==> config.mk <==
export PLATFORM = sky130hd
export DESIGN_NAME = dcache_ctrl
export DESIGN_NICKNAME = d
export VERILOG_FILES = /design/src/rtl/dcache_ctrl_pkg.sv /design/src/rtl/dcache_ctrl_line_array.sv /design/src/rtl/dcache_ctrl.sv
export SDC_FILE = /design/constraint.sdc
export NUM_CORES = 1
export LEC_CHECK = 0
export CELL_PAD_IN_SITES_DETAIL_PLACEMENT = 2
export CELL_PAD_IN_SITES_GLOBAL_PLACEMENT = 2
export CORE_MARGIN = 8
export CORE_UTILIZATION = 25
export CTS_BUF_LIST = sky130_fd_sc_hd__clkbuf_16
export DETAILED_ROUTE_END_ITERATION = 8
export PLACE_DENSITY_LB_ADDON = 0.1
export SKIP_CTS_REPAIR_TIMING = 1
export SLEW_MARGIN = 5
export SYNTH_ARGS = -nofsm -noshare
export SYNTH_HDL_FRONTEND = slang
export SYNTH_SLANG_ARGS = --single-unit
export TNS_END_PERCENT = 10
==> constraint.sdc <==
create_clock -name clock -period 14.8 [get_ports clock]
set_input_delay 1.48 -clock clock [delete_from_list [all_inputs] [get_ports clock]]
set_output_delay 1.48 -clock clock [all_outputs]
set_load 0.005 [all_outputs]
==> src/rtl/dcache_ctrl_pkg.sv <==
// Shared types for the data cache controller and its memory-side protocol.
package dcache_ctrl_pkg;

   localparam int WORD_W = 32;
   localparam int LINE_W = 128;

   typedef logic [LINE_W-1:0] cache_data_type;

   typedef struct packed {
      logic                valid;
      logic                rw;
      logic [31:0]         addr;
      logic [WORD_W-1:0]   data;
   } cpu_req_type;

   typedef struct packed {
      logic [WORD_W-1:0]   data;
      logic                ready;
   } cpu_res_type;

   typedef struct packed {
      logic                valid;
      logic                rw;
      logic [31:0]         addr;
      cache_data_type      data;
   } mem_req_type;

   typedef struct packed {
      cache_data_type      data;
      logic                ready;
   } mem_data_type;

   typedef enum logic [1:0] {
      IDLE       = 2'd0,
      COMPARE    = 2'd1,
      WRITE_BACK = 2'd2,
      ALLOCATE   = 2'd3
   } dcache_state_t;

   // Pick one 32-bit word out of a 128-bit line.
   function automatic logic [WORD_W-1:0] word_sel(input cache_data_type line,
                                                  input logic [1:0] off);
      return line[{off, 5'b0} +: WORD_W];
   endfunction

endpackage

==> src/rtl/dcache_ctrl_line_array.sv <==
// Tag/valid/dirty/data storage: async read by index, sync line or word write,
// async clear of the valid and dirty bits.
module dcache_ctrl_line_array
   import dcache_ctrl_pkg::*;
#(
   parameter int NUM_LINES = 4,
   parameter int INDEX_W   = $clog2(NUM_LINES),
   parameter int TAG_W     = 28 - INDEX_W
) (
   input  logic                clock,
   input  logic                reset,
   input  logic [INDEX_W-1:0]  index_i,
   output logic                rd_valid_o,
   output logic                rd_dirty_o,
   output logic [TAG_W-1:0]    rd_tag_o,
   output cache_data_type      rd_data_o,
   input  logic                line_we_i,
   input  logic [TAG_W-1:0]    line_tag_i,
   input  cache_data_type      line_data_i,
   input  logic                word_we_i,
   input  logic [1:0]          word_off_i,
   input  logic [WORD_W-1:0]   word_data_i
);

   logic [NUM_LINES-1:0] valid_q;
   logic [NUM_LINES-1:0] dirty_q;
   logic [TAG_W-1:0]     tag_q  [NUM_LINES];
   cache_data_type       data_q [NUM_LINES];

   assign rd_valid_o = valid_q[index_i];
   assign rd_dirty_o = dirty_q[index_i];
   assign rd_tag_o   = tag_q[index_i];
   assign rd_data_o  = data_q[index_i];

   // Status bits: cleared on reset, fill makes a line clean, word write dirties it.
   always_ff @(posedge clock or posedge reset) begin
      if (reset) begin
         valid_q <= '0;
         dirty_q <= '0;
      end else if (line_we_i) begin
         valid_q[index_i] <= 1'b1;
         dirty_q[index_i] <= 1'b0;
      end else if (word_we_i) begin
         dirty_q[index_i] <= 1'b1;
      end
   end

   // Tag and data payload; never reset, only meaningful while valid.
   always_ff @(posedge clock) begin
      if (line_we_i) begin
         tag_q[index_i]  <= line_tag_i;
         data_q[index_i] <= line_data_i;
      end else if (word_we_i) begin
         data_q[index_i][{word_off_i, 5'b0} +: WORD_W] <= word_data_i;
      end
   end

endmodule

==> src/rtl/dcache_ctrl.sv <==
// Direct-mapped write-back, write-allocate data cache controller.
//
// state      | meaning
// IDLE       | waiting for a CPU request
// COMPARE    | tag lookup; answer on hit, choose eviction path on miss
// WRITE_BACK | writing the dirty victim line to memory
// ALLOCATE   | fetching the requested line from memory
module dcache_ctrl
   import dcache_ctrl_pkg::*;
#(
   parameter int NUM_LINES = 4
) (
   input  logic          clock,
   input  logic          reset,
   input  cpu_req_type   cpu_req,
   output cpu_res_type   cpu_res,
   output mem_req_type   mem_req,
   input  mem_data_type  mem_data,
   output logic [31:0]   hit_count,
   output logic [31:0]   miss_count
);

   localparam int INDEX_W = $clog2(NUM_LINES);
   localparam int TAG_W   = 28 - INDEX_W;

   dcache_state_t       state_q;
   logic                replay_q;
   logic [31:0]         hit_cnt_q;
   logic [31:0]         miss_cnt_q;

   logic [INDEX_W-1:0]  req_index;
   logic [TAG_W-1:0]    req_tag;
   logic [1:0]          req_off;
   logic                rd_valid;
   logic                rd_dirty;
   logic [TAG_W-1:0]    rd_tag;
   cache_data_type      rd_data;
   logic                hit;
   logic                line_we;
   logic                word_we;
   logic                unused_addr_lsb;

   assign req_off         = cpu_req.addr[3:2];
   assign req_index       = cpu_req.addr[4 +: INDEX_W];
   assign req_tag         = cpu_req.addr[31 -: TAG_W];
   assign unused_addr_lsb = ^cpu_req.addr[1:0];

   assign hit     = (state_q == COMPARE) && rd_valid && (rd_tag == req_tag);
   assign line_we = (state_q == ALLOCATE) && mem_data.ready;
   assign word_we = hit && cpu_req.rw;

   dcache_ctrl_line_array #(
      .NUM_LINES (NUM_LINES),
      .INDEX_W   (INDEX_W),
      .TAG_W     (TAG_W)
   ) u_lines (
      .clock       (clock),
      .reset       (reset),
      .index_i     (req_index),
      .rd_valid_o  (rd_valid),
      .rd_dirty_o  (rd_dirty),
      .rd_tag_o    (rd_tag),
      .rd_data_o   (rd_data),
      .line_we_i   (line_we),
      .line_tag_i  (req_tag),
      .line_data_i (mem_data.data),
      .word_we_i   (word_we),
      .word_off_i  (req_off),
      .word_data_i (cpu_req.data)
   );

   // Controller state, replay marker and saturating hit/miss counters.
   always_ff @(posedge clock or posedge reset) begin
      if (reset) begin
         state_q    <= IDLE;
         replay_q   <= 1'b0;
         hit_cnt_q  <= '0;
         miss_cnt_q <= '0;
      end else begin
         case (state_q)
            IDLE: begin
               replay_q <= 1'b0;
               if (cpu_req.valid) state_q <= COMPARE;
            end
            COMPARE: begin
               replay_q <= 1'b0;
               if (hit) begin
                  state_q <= IDLE;
                  if (!replay_q && hit_cnt_q != '1) hit_cnt_q <= hit_cnt_q + 32'd1;
               end else begin
                  if (miss_cnt_q != '1) miss_cnt_q <= miss_cnt_q + 32'd1;
                  state_q <= (rd_valid && rd_dirty) ? WRITE_BACK : ALLOCATE;
               end
            end
            WRITE_BACK: begin
               if (mem_data.ready) state_q <= ALLOCATE;
            end
            ALLOCATE: begin
               if (mem_data.ready) begin
                  state_q  <= COMPARE;
                  replay_q <= 1'b1;
               end
            end
            default: state_q <= IDLE;
         endcase
      end
   end

   // CPU response and memory request decoded from the current state.
   always_comb begin
      cpu_res = '0;
      mem_req = '0;
      case (state_q)
         COMPARE: begin
            if (hit) begin
               cpu_res.ready = 1'b1;
               if (!cpu_req.rw) cpu_res.data = word_sel(rd_data, req_off);
            end
         end
         WRITE_BACK: begin
            mem_req.valid = 1'b1;
            mem_req.rw    = 1'b1;
            mem_req.addr  = {rd_tag, req_index, 4'b0};
            mem_req.data  = rd_data;
         end
         ALLOCATE: begin
            mem_req.valid = 1'b1;
            mem_req.addr  = {req_tag, req_index, 4'b0};
         end
         default: ;
      endcase
   end

   assign hit_count  = hit_cnt_q;
   assign miss_count = miss_cnt_q;

endmodule

==> qor.csv, run 1 <==
stage,metric,value,unit
run_status,status,completed,
critical_path,Worst EP required,13320,ps
layout,Multi-input gate area,9958,um^2
synth,library cells used by synthesis,55,
sta,final setup vio count,0,
floorplanning,placement row count,129,
floorplanning,io pins,456,
power,Cell Int Power,3.812,mW
synth,Yosys top cell by area,edfxtp_1,
power,Clk pwr share,38.6,%
clocking,CTS Buf Count,86,
critical_path,worst flop-to-flop path startpoint,u_lines.tag_q[3][12],
sta,Slew headroom,24.47,%
route,wire length on met1,49490,um
critical_path,CP startpoint,cpu_req[37],
route,DRT Pass-1 Iters,5,
placed_design,# port buffers,449,
synth,Post-Syn Area,31180,um^2
layout,Fillers,12570,
synth,mean cell area of the mapped netlist,15.74,um^2
placed_design,"Cell Area, Placed",37770,um^2
route,routed length on met2,56880,um
sta,period utilization,52.89,%
placed_design,DP Wirelength,76190,um
clocking,H-Tree Depth,3,
layout,nets@finish,2654,
route,WL/cell,27.64,um
layout,Final Cell Area,40460,um^2
synth,Post-synth EDFFs,616,
route,highest routing layer actually used,met5,
critical_path,CP Capture Point,cpu_res[31],
route,final WL,115000,um
clocking,Clock transition at path regs,60,ps
floorplanning,Die H,369.2,um
sta,Slew Limit Fails,0,
min_path,Hold Startpoint,miss_count[10],
synth,fraction of synthesis flops using an asynchronous set or reset pin,10.85,%
power,Max VDD drop,0.07291,mV
power,Sequential Power Share,44.3,%
critical_path,critical path type,primary input to output port,
critical_path,Worst R2R End,u_lines.data_q[2][57],
floorplanning,Die X,369.2,um
sta,final clock skew,26.98,ps
critical_path,R2R depth,11,
sta,Worst Tran Pin Value,1124,ps
power,Gate power share,17.2,%
route,Vias,19080,
sta,worst hold margin,494.3,ps
global_route,initial antenna violation count,19,
synth,Ys Warns,0,
critical_path,Critical Path Sink Type,output port,
flow_run,max-capacitance violation count,0,
min_path,Hold/Removal Path Class,flop to flop,
floorplanning,Starting Density,25.19,%
clocking,TritonCTS Sinks,691,
sta,f_max,0.1278,GHz
route,Residual DRC,0,
clocking,Worst-Skew Late Latency,650,ps
critical_path,WP data arrival,6350,ps
power,pwr dens,127.9,nW/um^2
route,Antenna Nets Post-Route,0,
synth,Mapped Cells,1981,
global_route,largest net degree at the start of global routing,106,
critical_path,reg2reg setup slack,9040,ps
power,Total Power,5.176,mW
power,Switch Pwr,1.363,mW
layout,FF/Latch Area,20370,um^2
synth,Post-synth top flop,edfxtp_1,
placed_design,GP Congestion,0.7222,
sta,Period minus WS final,7827,ps
global_route,first-pass GRT wire length,163500,um
power,switching share of power,26.34,%
synth,register area share after synthesis,65.35,%
global_route,vias in the first global route,21830,
route,Met3 Routed Length,5859,um
floorplanning,die area,136300,um^2
synth,Seq cells post-synth,691,
clocking,CTS root buf,clkbuf_16,
global_route,GR Util All Layers,16.60,%
sta,worst setup margin,6973,ps
critical_path,Setup crit start kind,primary input,
layout,share of layout cells above drive strength 1,15.39,%
route,Initial DRC Count,896,
placed_design,Setup WS pre-CTS,6305,ps
sta,RSZ-0062 raised after global routing,false,
sta,final hold viol count,0,
critical_path,crit path max fanout,105,
synth,post-synth top area share,59.33,%
clocking,CTS tree,built,
route,Via-to-Cell Ratio,4.587,
synth,Synth area leaders,"edfxtp_1 59%, mux4_2 13%, dfrtp_1 6.0%, mux2i_1 4.9%, and2_1 2.6%",
floorplanning,core area,123800,um^2
power,LEAKAGE,14.63,nW
sta,setup TNS,0,ps
clocking,Max Root-Sink Buffers,3,
global_route,GRT overflow,0,
layout,Syn-to-layout area delta,29.76,%
==> worst min-delay path by stage <==
stage          cells past startpoint            endpoint  slack (ps)
2_1_floorplan                      2  u_lines.valid_q[2]         450
3_3_place_gp                       1       hit_count[22]         480
3_5_place_dp                       1      miss_count[10]         490
4_1_cts                            1        hit_count[5]         500
5_1_grt                            1       hit_count[22]         520
6_report                           1      miss_count[10]         490
==> layout by cell type, fill, tap and decap left out, types with 66 or more instances in the layout <==
cell type,count
and2_1,131
clkbuf_16,90
clkdlybuf4s50_1,446
dfrtp_1,75
edfxtp_1,616
inv_1,165
mux2i_1,154
mux4_2,177
nand2_1,166
xor2_1,66
==> power groups by stage <==
| stage | sequential, mW | clock [mW] | combinational, mW |
|---|---|---|---|
| floorplan | 2.31 | 0 | 0.398 |
| global placement | 2.32 | 0 | 0.904 |
| detailed placement | 2.33 | 0 | 0.918 |
| CTS | 2.29 | 2.07 | 0.923 |
| global route | 2.30 | 2.13 | 0.962 |
| finish | 2.29 | 2.00 | 0.889 |
==> area by class of cell <==
type,instances,share of cell area (%)
clock buffers,90,5.567
clock inverters,67,1.014
well taps,1637,5.062
inverters,146,1.358
diodes,9,0.05567
repair buffers,493,11.97
multi-input cells,1027,24.61
flip-flops and latches,691,50.36
==> stage by stage <==
| step | cells | utilization [%] |
|---|---|---|
| after CTS | 4151 | 32.66 |
| after global placement | 3994 | 30.51 |
| after global routing | 4152 | 32.67 |
| after floorplan | 1984 | - |
| final | 4160 | 32.68 |
| after detailed placement | 3994 | 30.51 |
==> cells in the mapped netlist, types with 3 or more instances <==
library cell  instances
a21oi_1              20
a22o_1               22
a31oi_1               5
and2_1              131
and3_1               11
and4_1                9
buf_1                26
buf_2                14
buf_4                 7
buf_6                 6
clkbuf_1             67
dfrtp_1              75
edfxtp_1            616
ha_1                 12
inv_1               145
mux2_2                7
mux2i_1             154
mux4_2              177
nand2_1             167
nand2b_1              6
nand3_1              29
nand3b_1              4
nand4_1              21
nor2_1               39
nor2b_1              37
nor3_1               27
nor3b_1               5
nor4_1                9
nor4b_1               3
o21ai_0              10
or2_2                 7
xnor2_1              16
xor2_1               66
==> sequential cells by signal, summed over array words and instances, names as in the netlist, named ones only <==
| name | count |
|---|---|
| u_lines.data_q | 512 |
| hit_count | 32 |
| u_lines.tag_q | 104 |
| replay_q | 1 |
| miss_count | 32 |
| u_lines.valid_q | 4 |
| state_q | 2 |
==> critical path, cell delays in order <==
cell,delay (ps)
clkbuf_8,490
buf_12,560
mux4_2,440
xnor2_1,170
nand2_1,90
a2111oi_0,510
nand4_1,500
nand3b_1,450
or2_2,340
buf_4,320
nor2b_1,230
clkdlybuf4s50_1,610
==> logic make-up after synthesis <==
kind of cell               synth area share, %
other                                  0.01203
buffers and inverters                    3.487
DFF                                      65.35
adders and majority gates               0.4815
xor gates and xnor gates                 2.356
muxes                                    17.98
AOI/OAI and AO/OA                        1.641
and+or+nand+nor                          8.692
==> routing by layer <==
metal / track usage (%) / vias to the layer above
met5: 0 / -
met4: 4.240 / 14
met3: 3.817 / 140
met2: 28.63 / 468
met1: 21.02 / 10100
li1: - / 8361
Note: power is estimated with default switching activity, not from simulation.
==> inputs of run 2 (changes only) <==
==> constraint.sdc (replaced) <==
create_clock -name clock -period 7.49 [get_ports clock]
set_input_delay 0.749 -clock clock [delete_from_list [all_inputs] [get_ports clock]]
set_output_delay 0.749 -clock clock [all_outputs]
set_load 0.005 [all_outputs]
==> qor.csv, run 2 (synthesized netlist as in run 1, its figures left out) <==
stage,metric,value,unit,change
power,Total Power,10.26,mW,was 5.176 mW
route,Initial DRC Count,880,,was 896
floorplanning,core area,123800,um^2,unchanged
critical_path,Setup crit start kind,primary input,,unchanged
floorplanning,die area,136300,um^2,unchanged
layout,max FFs per register,512,,unchanged
critical_path,"Largest stage delay, worst path",810,ps,was 610 ps
sta,setup TNS,0,ps,unchanged
critical_path,CP Capture Point,cpu_res[32],,was cpu_res[31]
critical_path,Worst R2R End,u_lines.data_q[2][59],,was u_lines.data_q[2][57]
placed_design,# port buffers,449,,unchanged
route,WL/cell,27.10,um,was 27.64 um
critical_path,R2R depth,9,,was 11
global_route,vias in the first global route,21820,,was 21.83k
sta,final setup vio count,0,,unchanged
min_path,Hold/Removal Path Class,primary input to asynchronous set/reset pin,,was flop to flop
placed_design,GP Congestion,0.7398,,was 0.7222
layout,FF/Latch Area,20370,um^2,unchanged
power,LEAKAGE,14.67,nW,was 14.63 nW
clocking,H-Tree Depth,3,,unchanged
clocking,CTS tree,built,,unchanged
critical_path,Buf/Inv on CP,4,,unchanged
sta,period utilization,81.53,%,
route,final WL,113000,um,was 115000 um
layout,top flop regs,"u_lines.data_q (512), u_lines.tag_q (104)",,unchanged
global_route,first-pass GRT wire length,161100,um,was 163500 um
placed_design,DP Wirelength,77550,um,was 76190 um
sta,worst setup margin,1383,ps,was 6973 ps
placed_design,Setup WS pre-CTS,1038,ps,was 6305 ps
critical_path,critical path's most frequent cell,buf_4,,
layout,share of layout cells above drive strength 1,15.86,%,was 15.39%
floorplanning,placement row count,129,,unchanged
critical_path,Critical Path Sink Type,output port,,unchanged
critical_path,reg2reg setup slack,2990,ps,was 9040 ps
critical_path,Worst EP required,6740,ps,was 13320 ps
sta,Slew headroom,23.04,%,was 24.47%
critical_path,"Slowest-stage cell, CP",buf_4,,was clkdlybuf4s50_1
route,Antenna Nets Post-Route,0,,unchanged
layout,Syn-to-layout area delta,30.22,%,was 29.76%
critical_path,critical path type,primary input to output port,,unchanged
global_route,largest net degree at the start of global routing,78,,was 106
global_route,GRT overflow,0,,unchanged
sta,RSZ-0062 raised after global routing,false,,unchanged
layout,"commonest non-fill, non-tap cell in the layout",edfxtp_1,,unchanged
sta,f_max,0.1638,GHz,
critical_path,CP Cell Sequence,buf_8 > buf_4 > mux4_2 > nand2b_1 > nand4_1 > or4_1 > nor2_1 > nand3b_1 > or2_2 > buf_4 > nor2b_1 > clkdlybuf4s50_1,,was clkbuf_8 > buf_12 > mux4_2 > xnor2_1 > nand2_1 > a2111oi_0 > nand4_1 > nand3b_1 > or2_2 > buf_4 > nor2b_1 > clkdlybuf4s50_1
layout,most frequent cells in the layout,"616 x edfxtp_1, 446 x clkdlybuf4s50_1, 177 x mux4_2",,unchanged
sta,Period minus WS final,6107,ps,
floorplanning,io pins,456,,unchanged
sta,Slew Limit Fails,0,,unchanged
sta,final clock skew,28.68,ps,was 26.98 ps
critical_path,CP startpoint,cpu_req[36],,was cpu_req[37]
floorplanning,Die X,369.2,um,unchanged
layout,Fillers,12540,,was 12.57k
floorplanning,Starting Density,25.19,%,unchanged
layout,Largest Register,u_lines.data_q,,unchanged
critical_path,WP data arrival,5360,ps,was 6350 ps
critical_path,worst flop-to-flop path startpoint,u_lines.tag_q[3][21],,was u_lines.tag_q[3][12]
critical_path,crit path max fanout,38,,was 105
run_status,status,completed,,unchanged
critical_path,Crit path depth,12,,unchanged
clocking,CTS root buf,clkbuf_16,,unchanged
sta,Worst Tran Pin Value,1152,ps,was 1124 ps
route,Residual DRC,0,,unchanged
layout,Multi-input gate area,9958,um^2,unchanged
power,Max VDD drop,0.1580,mV,was 0.07291 mV
clocking,CTS Buf Count,86,,unchanged
clocking,Worst-Skew Late Latency,660,ps,was 650 ps
route,Via-to-Cell Ratio,4.567,,was 4.587
critical_path,"Largest delay share family, worst path",buffers and inverters,,unchanged
global_route,GR Util All Layers,16.26,%,was 16.60%
clocking,Max Root-Sink Buffers,3,,unchanged
floorplanning,Die H,369.2,um,unchanged
clocking,TritonCTS Sinks,691,,unchanged
clocking,Clock transition at path regs,60,ps,about the same
sta,final hold viol count,0,,unchanged
power,pwr dens,252.8,nW/um^2,was 127.9 nW/um^2
flow_run,max-capacitance violation count,0,,unchanged
route,DRT Pass-1 Iters,5,,unchanged
layout,nets@finish,2666,,was 2654
route,Vias,19040,,was 19.08k
global_route,initial antenna violation count,18,,was 19
==> run 2: layout make-up <==
class                   instances  area share (%)
diodes                         10         0.06163
clock buffers                  86           5.300
clock inverters                67           1.381
inverters                     146           1.353
multi-input cells            1027           24.53
flip-flops and latches        691           50.18
well taps                    1637           5.045
repair buffers                505           12.15
==> run 2: per-stage QoR <==
step | hold slack (ps) | instances | cell area [um^2] | utilization (%)
3_5_place_dp | 492.1 | 4006 | 37860 | 30.59
2_1_floorplan | 453.1 | 1984 | 31190 | -
5_1_grt | 266.0 | 4159 | 40580 | 32.78
4_1_cts | 243.4 | 4159 | 40580 | 32.78
6_report | 302.2 | 4169 | 40600 | 32.80
3_3_place_gp | 478.2 | 4006 | 37860 | 30.59
==> run 2: routing by layer <==
layer	share of wire [%]	track usage, %	wire [um]	up-vias
met2	50	28.08	56000	417
met5	0.042	0	47	-
met3	4.8	3.831	5376	137
li1	-	-	-	8388
met4	2.3	3.865	2549	8
met1	43	20.60	48990	10090
==> run 2: how the worst min path moves through the flow <==
stage / cells after the start / slack [ps] / endpoint / startpoint
final: 2 / 300 / miss_count[22] / reset
after global routing: 2 / 270 / miss_count[22] / reset
after CTS: 2 / 240 / miss_count[22] / reset
after detailed placement: 1 / 490 / hit_count[29] / hit_count[29]
after global placement: 1 / 480 / hit_count[22] / hit_count[22]
after floorplan: 2 / 450 / u_lines.valid_q[2] / u_lines.valid_q[2]
==> run 2: where the power goes <==
group	total, mW	leakage, nW	switching, mW	internal (mW)
Clock	3.99	1.37	1.68	2.31
Sequential	4.53	6.43	0.109	4.42
Combinational	1.74	6.87	0.932	0.810
